## src/rtl/mux21_rr_arbiter_if.sv

```systemverilog
// Handshake and data bundle between the two requesters and the
// round-robin arbiter. The arbiter takes the slave side.
interface mux21_rr_arbiter_if #(
   parameter int DATA_W = 8
);
   logic              req1;
   logic              req2;
   logic [DATA_W-1:0] in1;
   logic [DATA_W-1:0] in2;
   logic              gnt1;
   logic              gnt2;
   logic              sel;
   logic [DATA_W-1:0] out;
   logic              out_valid;

   modport master (
      output req1, req2, in1, in2,
      input  gnt1, gnt2, sel, out, out_valid
   );

   modport slave (
      input  req1, req2, in1, in2,
      output gnt1, gnt2, sel, out, out_valid
   );
endinterface

```

## src/rtl/mux21_rr_arbiter.sv

```systemverilog
// Two-requester round-robin arbiter owning the select of a 2:1 mux.
// Grants one requester at a time, limits a contested grant to MAX_HOLD
// cycles, and registers the selected word with a valid flag.
//
// state | meaning
// IDLE  | no grant; sel holds its last value, hold is 0
// G1    | requester 1 granted, sel = 0
// G2    | requester 2 granted, sel = 1
module mux21_rr_arbiter #(
   parameter int DATA_W   = 8,
   parameter int MAX_HOLD = 4
) (
   input logic               clk,
   input logic               rst,
   mux21_rr_arbiter_if.slave bus
);

   localparam int HOLD_W = $clog2(MAX_HOLD + 1);
   localparam logic [HOLD_W-1:0] HOLD_TOP = HOLD_W'(MAX_HOLD - 1);

   typedef enum logic [1:0] {
      IDLE = 2'd0,
      G1   = 2'd1,
      G2   = 2'd2
   } state_t;

   state_t              state_q;
   state_t              state_d;
   logic [HOLD_W-1:0]   hold_q;
   logic [HOLD_W-1:0]   hold_d;
   // last_is2 = 1 means requester 2 was served last; reset gives the first
   // tie to requester 1.
   logic                last_is2_q;
   logic                last_is2_d;
   logic                sel_q;
   logic                sel_d;
   logic [DATA_W-1:0]   out_q;
   logic                valid_q;

   // Next-state, hold counter, select and last-served decision.
   always_comb begin
      state_d    = state_q;
      hold_d     = '0;
      last_is2_d = last_is2_q;
      sel_d      = sel_q;

      unique case (state_q)
         IDLE: begin
            if (bus.req1 && bus.req2) state_d = last_is2_q ? G1 : G2;
            else if (bus.req1)        state_d = G1;
            else if (bus.req2)        state_d = G2;
         end
         G1: begin
            if (!bus.req1)                              state_d = bus.req2 ? G2 : IDLE;
            else if (bus.req2 && (hold_q == HOLD_TOP))  state_d = G2;
         end
         G2: begin
            if (!bus.req2)                              state_d = bus.req1 ? G1 : IDLE;
            else if (bus.req1 && (hold_q == HOLD_TOP))  state_d = G1;
         end
         default: state_d = IDLE;
      endcase

      // Staying in a grant counts up and saturates so a lone requester
      // keeps its grant; entering a grant or idling clears the count.
      if ((state_d != IDLE) && (state_d == state_q)) begin
         hold_d = (hold_q == HOLD_TOP) ? hold_q : hold_q + HOLD_W'(1);
      end

      if (state_d == G1) begin
         sel_d      = 1'b0;
         last_is2_d = 1'b0;
      end else if (state_d == G2) begin
         sel_d      = 1'b1;
         last_is2_d = 1'b1;
      end
   end

   // Control registers: grant state, hold counter, last served, select.
   always_ff @(posedge clk or posedge rst) begin
      if (rst) begin
         state_q    <= IDLE;
         hold_q     <= '0;
         last_is2_q <= 1'b1;
         sel_q      <= 1'b0;
      end else begin
         state_q    <= state_d;
         hold_q     <= hold_d;
         last_is2_q <= last_is2_d;
         sel_q      <= sel_d;
      end
   end

   // Data path: capture the word of whoever held the grant before this edge.
   always_ff @(posedge clk or posedge rst) begin
      if (rst) begin
         out_q   <= '0;
         valid_q <= 1'b0;
      end else begin
         valid_q <= (state_q == G1) || (state_q == G2);
         if (state_q == G1)      out_q <= bus.in1;
         else if (state_q == G2) out_q <= bus.in2;
      end
   end

   assign bus.gnt1      = (state_q == G1);
   assign bus.gnt2      = (state_q == G2);
   assign bus.sel       = sel_q;
   assign bus.out       = out_q;
   assign bus.out_valid = valid_q;

endmodule

```

## src/flat_wrapper.sv

```systemverilog
// flat-port wrapper written by rule: the top's interface ports become plain ports
module mux21_rr_arbiter_flat 
#(
   parameter int DATA_W   = 8,
   parameter int MAX_HOLD = 4
)
  (clk, rst, bus_req1, bus_req2, bus_in1, bus_in2, bus_gnt1, bus_gnt2, bus_sel, bus_out, bus_out_valid);
  mux21_rr_arbiter_if #(.DATA_W(DATA_W)) bus_i ();
  input logic clk;
  input logic rst;
  input wire logic [$bits(bus_i.req1)-1:0] bus_req1;
  input wire logic [$bits(bus_i.req2)-1:0] bus_req2;
  input wire logic [$bits(bus_i.in1)-1:0] bus_in1;
  input wire logic [$bits(bus_i.in2)-1:0] bus_in2;
  output wire logic [$bits(bus_i.gnt1)-1:0] bus_gnt1;
  output wire logic [$bits(bus_i.gnt2)-1:0] bus_gnt2;
  output wire logic [$bits(bus_i.sel)-1:0] bus_sel;
  output wire logic [$bits(bus_i.out)-1:0] bus_out;
  output wire logic [$bits(bus_i.out_valid)-1:0] bus_out_valid;
  assign bus_i.req1 = bus_req1;
  assign bus_i.req2 = bus_req2;
  assign bus_i.in1 = bus_in1;
  assign bus_i.in2 = bus_in2;
  assign bus_gnt1 = bus_i.gnt1;
  assign bus_gnt2 = bus_i.gnt2;
  assign bus_sel = bus_i.sel;
  assign bus_out = bus_i.out;
  assign bus_out_valid = bus_i.out_valid;
  mux21_rr_arbiter #(.DATA_W(DATA_W), .MAX_HOLD(MAX_HOLD)) u_core (.clk(clk), .rst(rst), .bus(bus_i));
endmodule
```

## config.mk

```make
export PLATFORM = sky130hd
export DESIGN_NAME = mux21_rr_arbiter_flat
export DESIGN_NICKNAME = d
export VERILOG_FILES = /design/src/rtl/mux21_rr_arbiter_if.sv /design/src/rtl/mux21_rr_arbiter.sv /design/src/flat_wrapper.sv
export SDC_FILE = /design/constraint.sdc
export NUM_CORES = 1
export LEC_CHECK = 0
export CAP_MARGIN = 20
export CORE_ASPECT_RATIO = 1.5
export CORE_MARGIN = 2
export CORE_UTILIZATION = 48
export CTS_CLUSTER_DIAMETER = 30
export DETAILED_ROUTE_END_ITERATION = 12
export PLACE_DENSITY_LB_ADDON = 0.25
export SLEW_MARGIN = 15
export SYNTH_ARGS = -nofsm -noshare
export SYNTH_HDL_FRONTEND = slang
export SYNTH_SLANG_ARGS = --single-unit
export TNS_END_PERCENT = 5
```

## constraint.sdc

```tcl
create_clock -name clk -period 5.4 [get_ports clk]
set_input_delay 1.62 -clock clk [delete_from_list [all_inputs] [get_ports clk]]
set_output_delay 1.62 -clock clk [all_outputs]
set_load 0.005 [all_outputs]
```

==> qor.txt, run 1 <==
Status: finished, final reports clean
Post-CTS Setup Repair Bufs: 0
Die X-Extent: 40.3 um
Bufs on Longest Clock Path: 2
Synth warn: 0
Psw: 0.263 mW
Number of max-cap violations: 0
Fin crit period: 3.81 ns
Final Hold Fails: 0
Vias in the first global route: 813
Largest net degree at the start of global routing: 18
Mapped Avg Cell Area: 10.1 um2
Async S/R FF share, synth: 100%
Synth unique cells: 27
Power consumption: 0.673 mW
Yosys top cell by area: dfrtp_1
Combinational power share: 56.4%
Share of cells above drive strength 1: 7.20%
Worst skew pair latency: 0.29 ns
TritonCTS Buffers: 3
Vias: 798
Synth Register Bits: 16
Buffers added on ports: 31
GR Overflow Total: 0
Crit path capture type: output port
Drc violations: 0
Area delta synth->final: 36.2%
Clock network power share: 11.8%
Pwr dens: 521 nW/um2
Post-cts resize count: 0
Gpl congestion: 0.646
Critical Path Source Type: flop
Core area: 1850 um2
Initial DRT Pass Iterations: 4
Clk sinks: 16
Final #Nets: 154
Worst vdd ir: 0.345 mV
Setup TNS Final: 0 ns
Via density: 5.47
Post-CTS Hold Buffers: 0
ANT nets after route: 0
Row count: 19
Global-route wire length before repair: 3260 um
Placed Cells incl. Taps: 142
Clk slew on worst S/H paths: 0.09 ns
CP Class: reg -> out
Tcrit/Tclk final: 70.6%
Root Buffer: clkbuf_4
Least-Margin Pin Slew: 0.639 ns
Height of the die: 58.4 um
Initial core utilization: 51.1%
Die area: 2350 um2
Pint: 0.409 mW
Post-route setup slack: 1.59 ns
Seq/Total Area, Yosys: 42.4%
Final slew viol count: 0
Antenna violations before repair: 0
Slew Limit Headroom: 57.4%
H-tree lvl count: 1
Worst Skew: 0.00444 ns
Main area contributors after synthesis: dfrtp_1 40%, ha_1 11%, mux2i_1 9.5%
Netlist Area Pre-Place: 947 um2
Fillers: 151
Mapped Nets: 122
CTS tree: yes
Number of synthesized flops with an enable pin: 0
Seq pwr share: 31.7%
RSZ-0062 raised after global routing: no
Class of the worst hold path: reg -> reg
Setup WS pre-CTS: 1.72 ns
Leak: 0.567 nW
Synth top cells by count: 15 x dfrtp_1, 13 x a21oi_1, 12 x nor2_1
Most used DFF post-synth: dfrtp_1
Worst path arrival time: 2.19 ns
IO Pins: 32
Worst-path maximum fanout: 13
Final design utilization: 69.6%
Switching share of total power: 39.2%
Detailed Route WL: 1960 um
Non-filler instance count after layout: 146
Dominant cell by count in the synthesized netlist: dfrtp_1
Ant. Diodes: 0
Area share of the leading cell type in the synthesized netlist: 39.6%
Total GRT Usage: 20.0%
Routed WL per cell: 13.5 um
Iter 0 DRT Violations: 12
Cells after Synth: 94
Worst Path Required: 3.78 ns
Maximum clock frequency: 0.262 GHz
# setup viols final: 0
Final HPWL DP: 1540 um
layer usage:
layer	vias up	share of wire [%]	global-route usage [%]	wire, um
met1	373	40	20.4	786
met3	5	5.2	3.02	102
met2	26	52	35.7	1020
li1	394	-	-	-
met5	-	0	0	0
met4	0	2.7	11.4	54
state kept, by name, summed over array words and instances (netlist names):
name                  count
u_core.bus.out            8
u_core.hold_q             3
u_core.state_q            2
u_core.bus.out_valid      1
u_core.bus.sel            1
u_core.last_is2_q         1
power by group through the flow:
| stage | registers (mW) | clock network, mW | logic (mW) |
|---|---|---|---|
| 4_1_cts | 0.213 | 0.0809 | 0.384 |
| 2_1_floorplan | 0.212 | 0 | 0.241 |
| 6_report | 0.214 | 0.0796 | 0.379 |
| 5_1_grt | 0.219 | 0.0885 | 0.419 |
| 3_3_place_gp | 0.213 | 0 | 0.368 |
| 3_5_place_dp | 0.214 | 0 | 0.383 |
worst max-delay path: stages, from the launching register on:
cell	delay (ns)
dfrtp_1	0.49
inv_1	0.19
ha_1	0.60
clkdlybuf4s50_1	0.62
layout make-up:
cell class | count | area (um2) | share of cell area [%]
flip-flops and latches | 16 | 402 | 31.1
repair buffers | 31 | 310 | 24.1
clock buffers | 4 | 36.3 | 2.81
inverters | 8 | 30.0 | 2.33
multi-input cells | 66 | 485 | 37.6
well taps | 21 | 26.3 | 2.04
worst paths after layout:
path / start / endpoint / slack (ns) / depth (start not counted)
max in group asynchronous: rst / u_core.bus.out[4]$_DFFE_PP0P_ / 3.33 / 2
hold reg to reg: u_core.last_is2_q$_DFFE_PP1P_ / u_core.last_is2_q$_DFFE_PP1P_ / 0.53 / 2
setup reg to reg: u_core.state_q[1]$_DFF_PP0_ / u_core.hold_q[2]$_DFFE_PP0P_ / 2.59 / 9
min in group asynchronous: rst / u_core.bus.out[2]$_DFFE_PP0P_ / 1.68 / 2
setup / recovery: u_core.state_q[1]$_DFF_PP0_ / bus_gnt1 / 1.59 / 3
hold / removal: u_core.last_is2_q$_DFFE_PP1P_ / u_core.last_is2_q$_DFFE_PP1P_ / 0.53 / 2
cells in the final DEF, fill, tap and decap left out, types with 2 or more instances in the layout:
cell,count
nand2_1,4
o21bai_1,2
nor2_1,12
dfrtp_1,15
a21oi_1,13
mux2i_1,9
clkbuf_4,3
inv_1,8
nor4_1,3
clkdlybuf4s50_1,31
ha_1,8
metrics by stage:
stage | area (um2) | hold WS [ns]
after floorplan | 947 | 0.464
after global placement | 1250 | 0.480
after detailed placement | 1250 | 0.508
after CTS | 1290 | 0.520
after global routing | 1290 | 0.533
final | 1290 | 0.525
cells by family after synthesis:
| logic type | share of synthesized area (%) |
|---|---|
| mux | 9.51 |
| buf+inv | 6.34 |
| xor+xnor | 0.925 |
| flops | 42.4 |
| simple gates | 13.9 |
| fa+ha+maj | 10.6 |
| compound gates | 16.4 |
(Power assumes the default switching activity.)
==> run 2: changes to the inputs <==
- CORE_UTILIZATION: 48 -> 44
- clock period: 5.4 -> 3.8 ns (I/O delays scaled with it)
==> run 2 against run 1 <==
Compared with the run above:
- worst hold slack worse by 0.032 ns
- non-clock buffer count up 1
- clock power up 38%
==> qor.txt, run 2 (synthesis gave the netlist of run 1 again) <==
Status: finished, final reports clean
Gpl congestion: 0.870 (+35%)
Clock network power share: 11.4% (-0.4 points)
CP Class: reg -> out
Combinational power share: 56.9% (+0.5 points)
Pint: 0.585 mW (+43%)
Bufs on Longest Clock Path: 2 (unchanged)
Height of the die: 60.8 um (+4.1%)
Die area: 2550 um2 (+8.3%)
Worst-path maximum fanout: 7 (-6)
Crit path buf inv count: 2 (unchanged)
Clk slew on worst S/H paths: 0.09 ns (about the same)
GR Overflow Total: 0 (unchanged)
Number of max-cap violations: 0 (unchanged)
Root Buffer: clkbuf_4
Share of cells above drive strength 1: 7.94% (+0.74 points)
Worst path arrival time: 1.75 ns (-0.44 ns)
CP Cell Sequence: inv_1, ha_1, clkdlybuf4s50_1
Leak: 0.572 nW (+0.91%)
Row count: 20 (+1)
Final Hold Fails: 0 (unchanged)
Psw: 0.379 mW (+44%)
Worst vdd ir: 0.337 mV (-2.3%)
Class of the worst hold path: reg -> reg
Worst Skew: 0.00363 ns (-0.000817 ns)
CTS tree: yes
Total GRT Usage: 18.2% (-1.8 points)
# setup viols final: 0 (unchanged)
Max reg flops: 8 (unchanged)
Vias: 802 (+0.50%)
Post-route setup slack: 0.913 ns (-0.674 ns)
Global-route wire length before repair: 3450 um (+6.0%)
Most frequent cells in the layout: 31 x clkdlybuf4s50_1, 15 x dfrtp_1, 13 x a21oi_1, 12 x nor2_1, 9 x mux2i_1
Die X-Extent: 41.9 um (+4.0%)
Iter 0 DRT Violations: 23 (+11)
Post-cts resize count: 0 (unchanged)
Vias in the first global route: 874 (+7.5%)
Worst skew pair latency: 0.28 ns (about the same)
Buffers added on ports: 31 (unchanged)
Final HPWL DP: 1630 um (+5.9%)
Ant. Diodes: 0 (unchanged)
Maximum clock frequency: 0.346 GHz
Seq pwr share: 31.7% (about the same)
Core area: 2030 um2 (+9.3%)
Tcrit/Tclk final: 76.0%
Crit path capture type: output port
Via density: 5.42 (-0.86%)
Routed WL per cell: 13.6 um (+0.96%)
Setup WS pre-CTS: 0.704 ns (-1.02 ns)
ANT nets after route: 0 (unchanged)
RSZ-0062 raised after global routing: no
Switching share of total power: 39.3% (+0.16 points)
Final #Nets: 155 (+0.65%)
Setup TNS Final: 0 ns (unchanged)
Area delta synth->final: 37.1%
Worst Path Required: 2.66 ns (-1.12 ns)
Hold path depth: 2 (unchanged)
Initial core utilization: 46.7% (-4.4 points)
R2R cell count: 10 (+1)
Post-CTS Setup Repair Bufs: 0 (unchanged)
Fin crit period: 2.89 ns
Detailed Route WL: 2010 um (+2.3%)
Stages on worst setup path: 3 (unchanged)
IO Pins: 32 (unchanged)
Slew Limit Headroom: 60.9% (+3.5 points)
TritonCTS Buffers: 3 (unchanged)
Clk sinks: 16 (unchanged)
Initial DRT Pass Iterations: 4 (unchanged)
Largest net degree at the start of global routing: 18 (unchanged)
Least-Margin Pin Slew: 0.586 ns (-0.0530 ns)
Post-CTS Hold Buffers: 0 (unchanged)
Pwr dens: 742 nW/um2 (+42%)
Antenna violations before repair: 0 (unchanged)
Most common cell after layout, fill and taps aside: clkdlybuf4s50_1
Drc violations: 0 (unchanged)
CP top delay family: buffers and inverters
Final slew viol count: 0 (unchanged)
Critical Path Source Type: flop
Crit-path slowest cell: clkdlybuf4s50_1
H-tree lvl count: 1 (unchanged)
Max incr delay on CP: 0.55 ns (-0.07 ns)
-- run 2: through the flow --
step / hold slack [ns] / area, um2 / util (%) / power [mW] / cells
CTS: 0.494 / 1300 / 64.1 / 0.976 / 148
floorplan: 0.464 / 947 / - / 0.644 / 94
finish: 0.493 / 1300 / 64.1 / 0.964 / 148
detailed placement: 0.478 / 1260 / 62.3 / 0.862 / 144
global placement: 0.477 / 1260 / 62.3 / 0.832 / 144
global route: 0.522 / 1300 / 64.1 / 1.04 / 148
-- run 2: layout make-up --
| cell class | count | area [um2] |
|---|---|---|
| clock buffer | 4 | 36.3 |
| fill | 167 | 728 |
| inverter | 8 | 30.0 |
| multi-input combinational | 66 | 485 |
| sequential | 16 | 402 |
| tap | 22 | 27.5 |
| timing repair buffer | 32 | 318 |
-- run 2: final timing paths --
| path | startpoint | to | slack, ns |
|---|---|---|---|
| min | u_core.last_is2_q$_DFFE_PP1P_ | u_core.last_is2_q$_DFFE_PP1P_ | 0.49 |
| max | u_core.state_q[0]$_DFF_PP0_ | bus_gnt2 | 0.91 |
| max reg2reg | u_core.state_q[1]$_DFF_PP0_ | u_core.hold_q[0]$_DFFE_PP0P_ | 1.31 |
| min in group asynchronous | rst | u_core.bus.out[4]$_DFFE_PP0P_ | 1.21 |
| min reg2reg | u_core.last_is2_q$_DFFE_PP1P_ | u_core.last_is2_q$_DFFE_PP1P_ | 0.49 |
| max in group asynchronous | rst | u_core.bus.out[5]$_DFFE_PP0P_ | 2.21 |
-- run 2: power by group through the flow --
stage / Combinational [mW] / Clock (mW) / Sequential, mW
floorplan: 0.343 / 0 / 0.301
global placement: 0.528 / 0 / 0.304
detailed placement: 0.554 / 0 / 0.308
CTS: 0.555 / 0.114 / 0.306
global route: 0.604 / 0.120 / 0.315
finish: 0.548 / 0.110 / 0.305
-- run 2: metal layers --
metal  track usage (%)  wire, um  up-vias
met3              3.27       100        6
met5                 0         0        -
li1                  -         -      395
met4              13.8        46        0
met2              35.0      1130       29
met1              16.9       736      372
-- run 2: worst min-delay path: stages (launching register included) --
cell and delay, ns:
dfstp_2 0.38, nor2_1 0.07, a21oi_1 0.04
==> variant 1, RTL diff (flow settings as in run 2) <==
`DATA_W` is set to 8 in 3 places; all go to 6.
--- a/src/rtl/mux21_rr_arbiter_if.sv
+++ b/src/rtl/mux21_rr_arbiter_if.sv
@@ -1,7 +1,7 @@
 // Handshake and data bundle between the two requesters and the
 // round-robin arbiter. The arbiter takes the slave side.
 interface mux21_rr_arbiter_if #(
-   parameter int DATA_W = 8
+   parameter int DATA_W = 6
 );
    logic              req1;
    logic              req2;
--- a/src/rtl/mux21_rr_arbiter.sv
+++ b/src/rtl/mux21_rr_arbiter.sv
@@ -7,7 +7,7 @@
 // G1    | requester 1 granted, sel = 0
 // G2    | requester 2 granted, sel = 1
 module mux21_rr_arbiter #(
-   parameter int DATA_W   = 8,
+   parameter int DATA_W   = 6,
    parameter int MAX_HOLD = 4
 ) (
    input logic               clk,
--- a/src/flat_wrapper.sv
+++ b/src/flat_wrapper.sv
@@ -1,7 +1,7 @@
 // flat-port wrapper written by rule: the top's interface ports become plain ports
 module mux21_rr_arbiter_flat 
 #(
-   parameter int DATA_W   = 8,
+   parameter int DATA_W   = 6,
    parameter int MAX_HOLD = 4
 )
   (clk, rst, bus_req1, bus_req2, bus_in1, bus_in2, bus_gnt1, bus_gnt2, bus_sel, bus_out, bus_out_valid);
Ports: changed (resized bus_in1, bus_in2 and bus_out); port bits go from 32 to 26. No check against the original RTL was run, so the function may have changed too.
==> variant 1 against run 2 <==
- routed wire length fell by 11%
- sequential cell count shrank 2
- register-to-register slack improved by 110 ps
- total power is 11% lower
- worst setup slack better by 59 ps
- clock power shrank 5%
- largest power group unchanged
- sequential share of layout area shrank 0.68 points
- final area is 11% lower
- area after synthesis shrank 8.7%
- largest cell class unchanged
==> variant 1: results (changes against run 2) <==
* Final WL at 1.798 mm (-11%)
* Nets at 143 (-7.7%)
* Critical Path Source: bus_req2
* Reg2Reg Depth at 9 (-1)
* Data buffer area share at 22.17% (-2.3 points)
* R2R Setup Slk at 1420 ps (+110 ps)
* Layout cells sized above 1 at 6.780% (-1.2 points)
* #MultiIn Comb at 67 (+1.5%)
* Flip-flop and latch area at 351.6 µm² (-12%)
* Die area at 2343 µm² (-8.0%)
* Vias per inst at 5.504 (+1.6%)
* GP Congestion at 0.6851 (-21%)
* Syn Nets at 116 (-4.9%)
* R2R Path End: u_core.bus.sel$_DFFE_PP0P_
* Critical Path Fanout Max at 8 (+1)
* Fin Clk Skew at 0.4020 ps (-3.223 ps)
* Via count at 765 (-4.6%)
* CP Capture Point: u_core.bus.sel$_DFFE_PP0P_
* Largest net degree at the start of global routing at 15 (-3)
* Clk cell area share at 3.122% (+0.33 points)
* Ranking of synthesized cells by area: dfrtp_1, ha_1, mux2i_1, a21oi_1, nor2_1
* Maximum vdd drop at 415.1 µV (+23%)
* Initial DRC count at 11 (-52%)
* Post-DP HPWL at 1.396 mm (-14%)
* Post-layout worst setup margin at 972.1 ps (+58.80 ps)
* Non-clk invs at 7 (-1)
* PortBufs at 25 (-19%)
* Cell leakage power at 0.5230 nW (-8.6%)
* Largest register FFs at 6 (-2)
* Synth top cells by count: dfrtp_1, a21oi_1, nor2_1
* Worst Path Class, Setup: input port to register
* Synthesized instance count at 92 (-2.1%)
* Placed Area at 1126 µm² (-11%)
* Number of non-clock buffers at 26 (-19%)
* Max transition margin at 64.51% (+3.7 points)
* Multi-input logic portion of the cell area at 39.94% (+2.6 points)
* Distinct cell type count after synthesis at 30 (+11%)
* Finished Cell Area at 1162 µm² (-11%)
* Outcome: finished clean
* Seq Cell Count at 14 (-2)
* All-layer global routing usage at 18.52% (+0.35 points)
==> variant 1: kinds of logic (layout without fill, tap and decap cells) <==
| logic type | count (synthesis) | in the layout | share of synthesized area (%) |
|---|---|---|---|
| AO/OA/AOI/OAI | 22 | 22 | 16.64 |
| XOR/XNOR | 1 | 1 | 1.013 |
| adder cells (fa/ha/maj) | 8 | 8 | 11.58 |
| buffers and inverters | 11 | 37 | 5.644 |
| flip-flops | 14 | 14 | 40.67 |
| multiplexers | 7 | 7 | 8.105 |
| AND/OR/NAND/NOR | 29 | 29 | 16.36 |
==> variant 1: where the power goes <==
group	internal, mW	switching (mW)
combinational	0.250	0.235
clock	0.0582	0.0465
sequential	0.217	0.0493
total	0.526	0.331
==> variant 1: routing by layer <==
layer / part of all wire, % / GRT usage, % / vias to the layer above / routed length, µm
li1: - / - / 375 / -
met1: 40 / 20.56 / 360 / 716
met2: 55 / 33.41 / 28 / 984
met3: 4.6 / 1.509 / 2 / 83
met4: 0.78 / 8.571 / 0 / 14
met5: 0 / 0 / - / 0
==> variant 2, RTL diff (flow settings as in run 2) <==
Without the edit above. Encoding of `state_t`: now one-hot (3 bits for 3 states).
--- a/src/rtl/mux21_rr_arbiter.sv
+++ b/src/rtl/mux21_rr_arbiter.sv
@@ -18,10 +18,10 @@
    localparam int HOLD_W = $clog2(MAX_HOLD + 1);
    localparam logic [HOLD_W-1:0] HOLD_TOP = HOLD_W'(MAX_HOLD - 1);
 
-   typedef enum logic [1:0] {
-      IDLE = 2'd0,
-      G1   = 2'd1,
-      G2   = 2'd2
+   typedef enum logic [2:0] {
+      IDLE = 3'b001,
+      G1   = 3'b010,
+      G2   = 3'b100
    } state_t;
 
    state_t              state_q;
Formal check against the unedited RTL: no difference found for any inputs over 10 cycles, from zero or initial values and one cycle with rst high; not proved beyond that.
==> variant 2 against run 2 <==
- sequential share of layout area is 2.5 points higher
- sequential cell count is 1 higher
- routed wire length is 7.1% lower
- area after synthesis is 0.26% higher
- via count is 9.4% lower
- final cell count is 5.4% lower
- combinational power is 35% lower
- worst setup slack worse by 88 ps
- final area is 1.4% lower
- global-route usage is 1.0 points lower
- total power is 19% lower
- critical endpoint unchanged
- largest cell class unchanged
- highest routed layer unchanged
==> variant 2: results (changes against run 2) <==
* Outcome: finished clean
* Final WL at 1.867 mm (-7.1%)
* GP Congestion at 0.6801 (-22%)
* Sequential element share of the synthesized area at 45.06% (+2.7 points)
* Critical Path Fanout Max at 10 (+3)
* Adder-cell area share of the yosys netlist at 2.635% (-7.9 points)
* Crit path DAT at 1830 ps (+80 ps)
* Worst-margin pin slew at 629.3 ps (+42.85 ps)
* Reg2Reg Launch Point: u_core.hold_q[0]$_DFFE_PP0P_
* Syn Nets at 108 (-11%)
* R2R Setup Slk at 2010 ps (+700 ps)
* Switching power at 0.2604 mW (-31%)
* Layout cells sized above 1 at 11.86% (+3.9 points)
* Reg2Reg Depth at 6 (-4)
* Synth top cells by count: dfrtp_1, nand2_1, mux2i_1
* Maximum vdd drop at 334.6 µV (-0.63%)
* Mux contribution to synthesized area at 9.486% (-0.025 points)
* Distinct cell type count after synthesis at 32 (+19%)
* Nets at 141 (-9.0%)
* Crit-path leading delay family: flip-flops
* WHS Path Cells at 1 (-1)
* CP peak stage delay at 660 ps (+110 ps)
* Initial DRC count at 13 (-43%)
* XOR/XNOR Fraction of Synth Area at 3.689% (+2.8 points)
* Post-synthesis compound-gate area fraction at 13.70% (-2.7 points)
* Slowest cell on crit path: dfrtp_1
* First-pass GRT wire length at 3.222 mm (-6.6%)
* Ranking of synthesized cells by area: dfrtp_1, mux2i_1, dfstp_2, nand2_1, o21ai_0
* Comb power at 0.354 mW (-35%)
* Cell leakage power at 0.5403 nW (-5.6%)
* Vias per inst at 5.193 (-4.2%)
* Critical Path Source: u_core.state_q[2]$_DFF_PP0_
* R2R Path End: u_core.last_is2_q$_DFFE_PP1P_
* All-layer global routing usage at 17.14% (-1.0 points)
* Fin Clk Skew at 10.09 ps (+6.464 ps)
[variant 2: stage by stage]
step | total power, mW | util, % | std cells | setup slack, ps | area [µm²]
4_1_cts | 0.7944 | 63.15 | 140 | 815.7 | 1280
3_3_place_gp | 0.6873 | 61.85 | 136 | 1164 | 1254
3_5_place_dp | 0.6996 | 61.85 | 136 | 1129 | 1254
2_1_floorplan | 0.5397 | - | 86 | 1691 | 949.7
6_report | 0.7838 | 63.15 | 140 | 825.2 | 1280
5_1_grt | 0.8443 | 63.15 | 140 | 701.7 | 1280
[variant 2: layout make-up]
type	count	area (µm²)
Inverter	4	15.01
Sequential cell	17	427.9
Clock buffer	4	26.28
Tap cell	22	27.53
Multi-Input combinational cell	61	465.4
Fill cell	178	747.0
Timing Repair Buffer	32	317.8
[variant 2: layer usage]
metal	vias to the layer above	part of all wire, %	global-route usage [%]
met5	-	0	0
met2	16	55	31.47
met3	2	2.8	2.679
met4	0	1.3	8.295
met1	348	40	19.43
li1	361	-	-
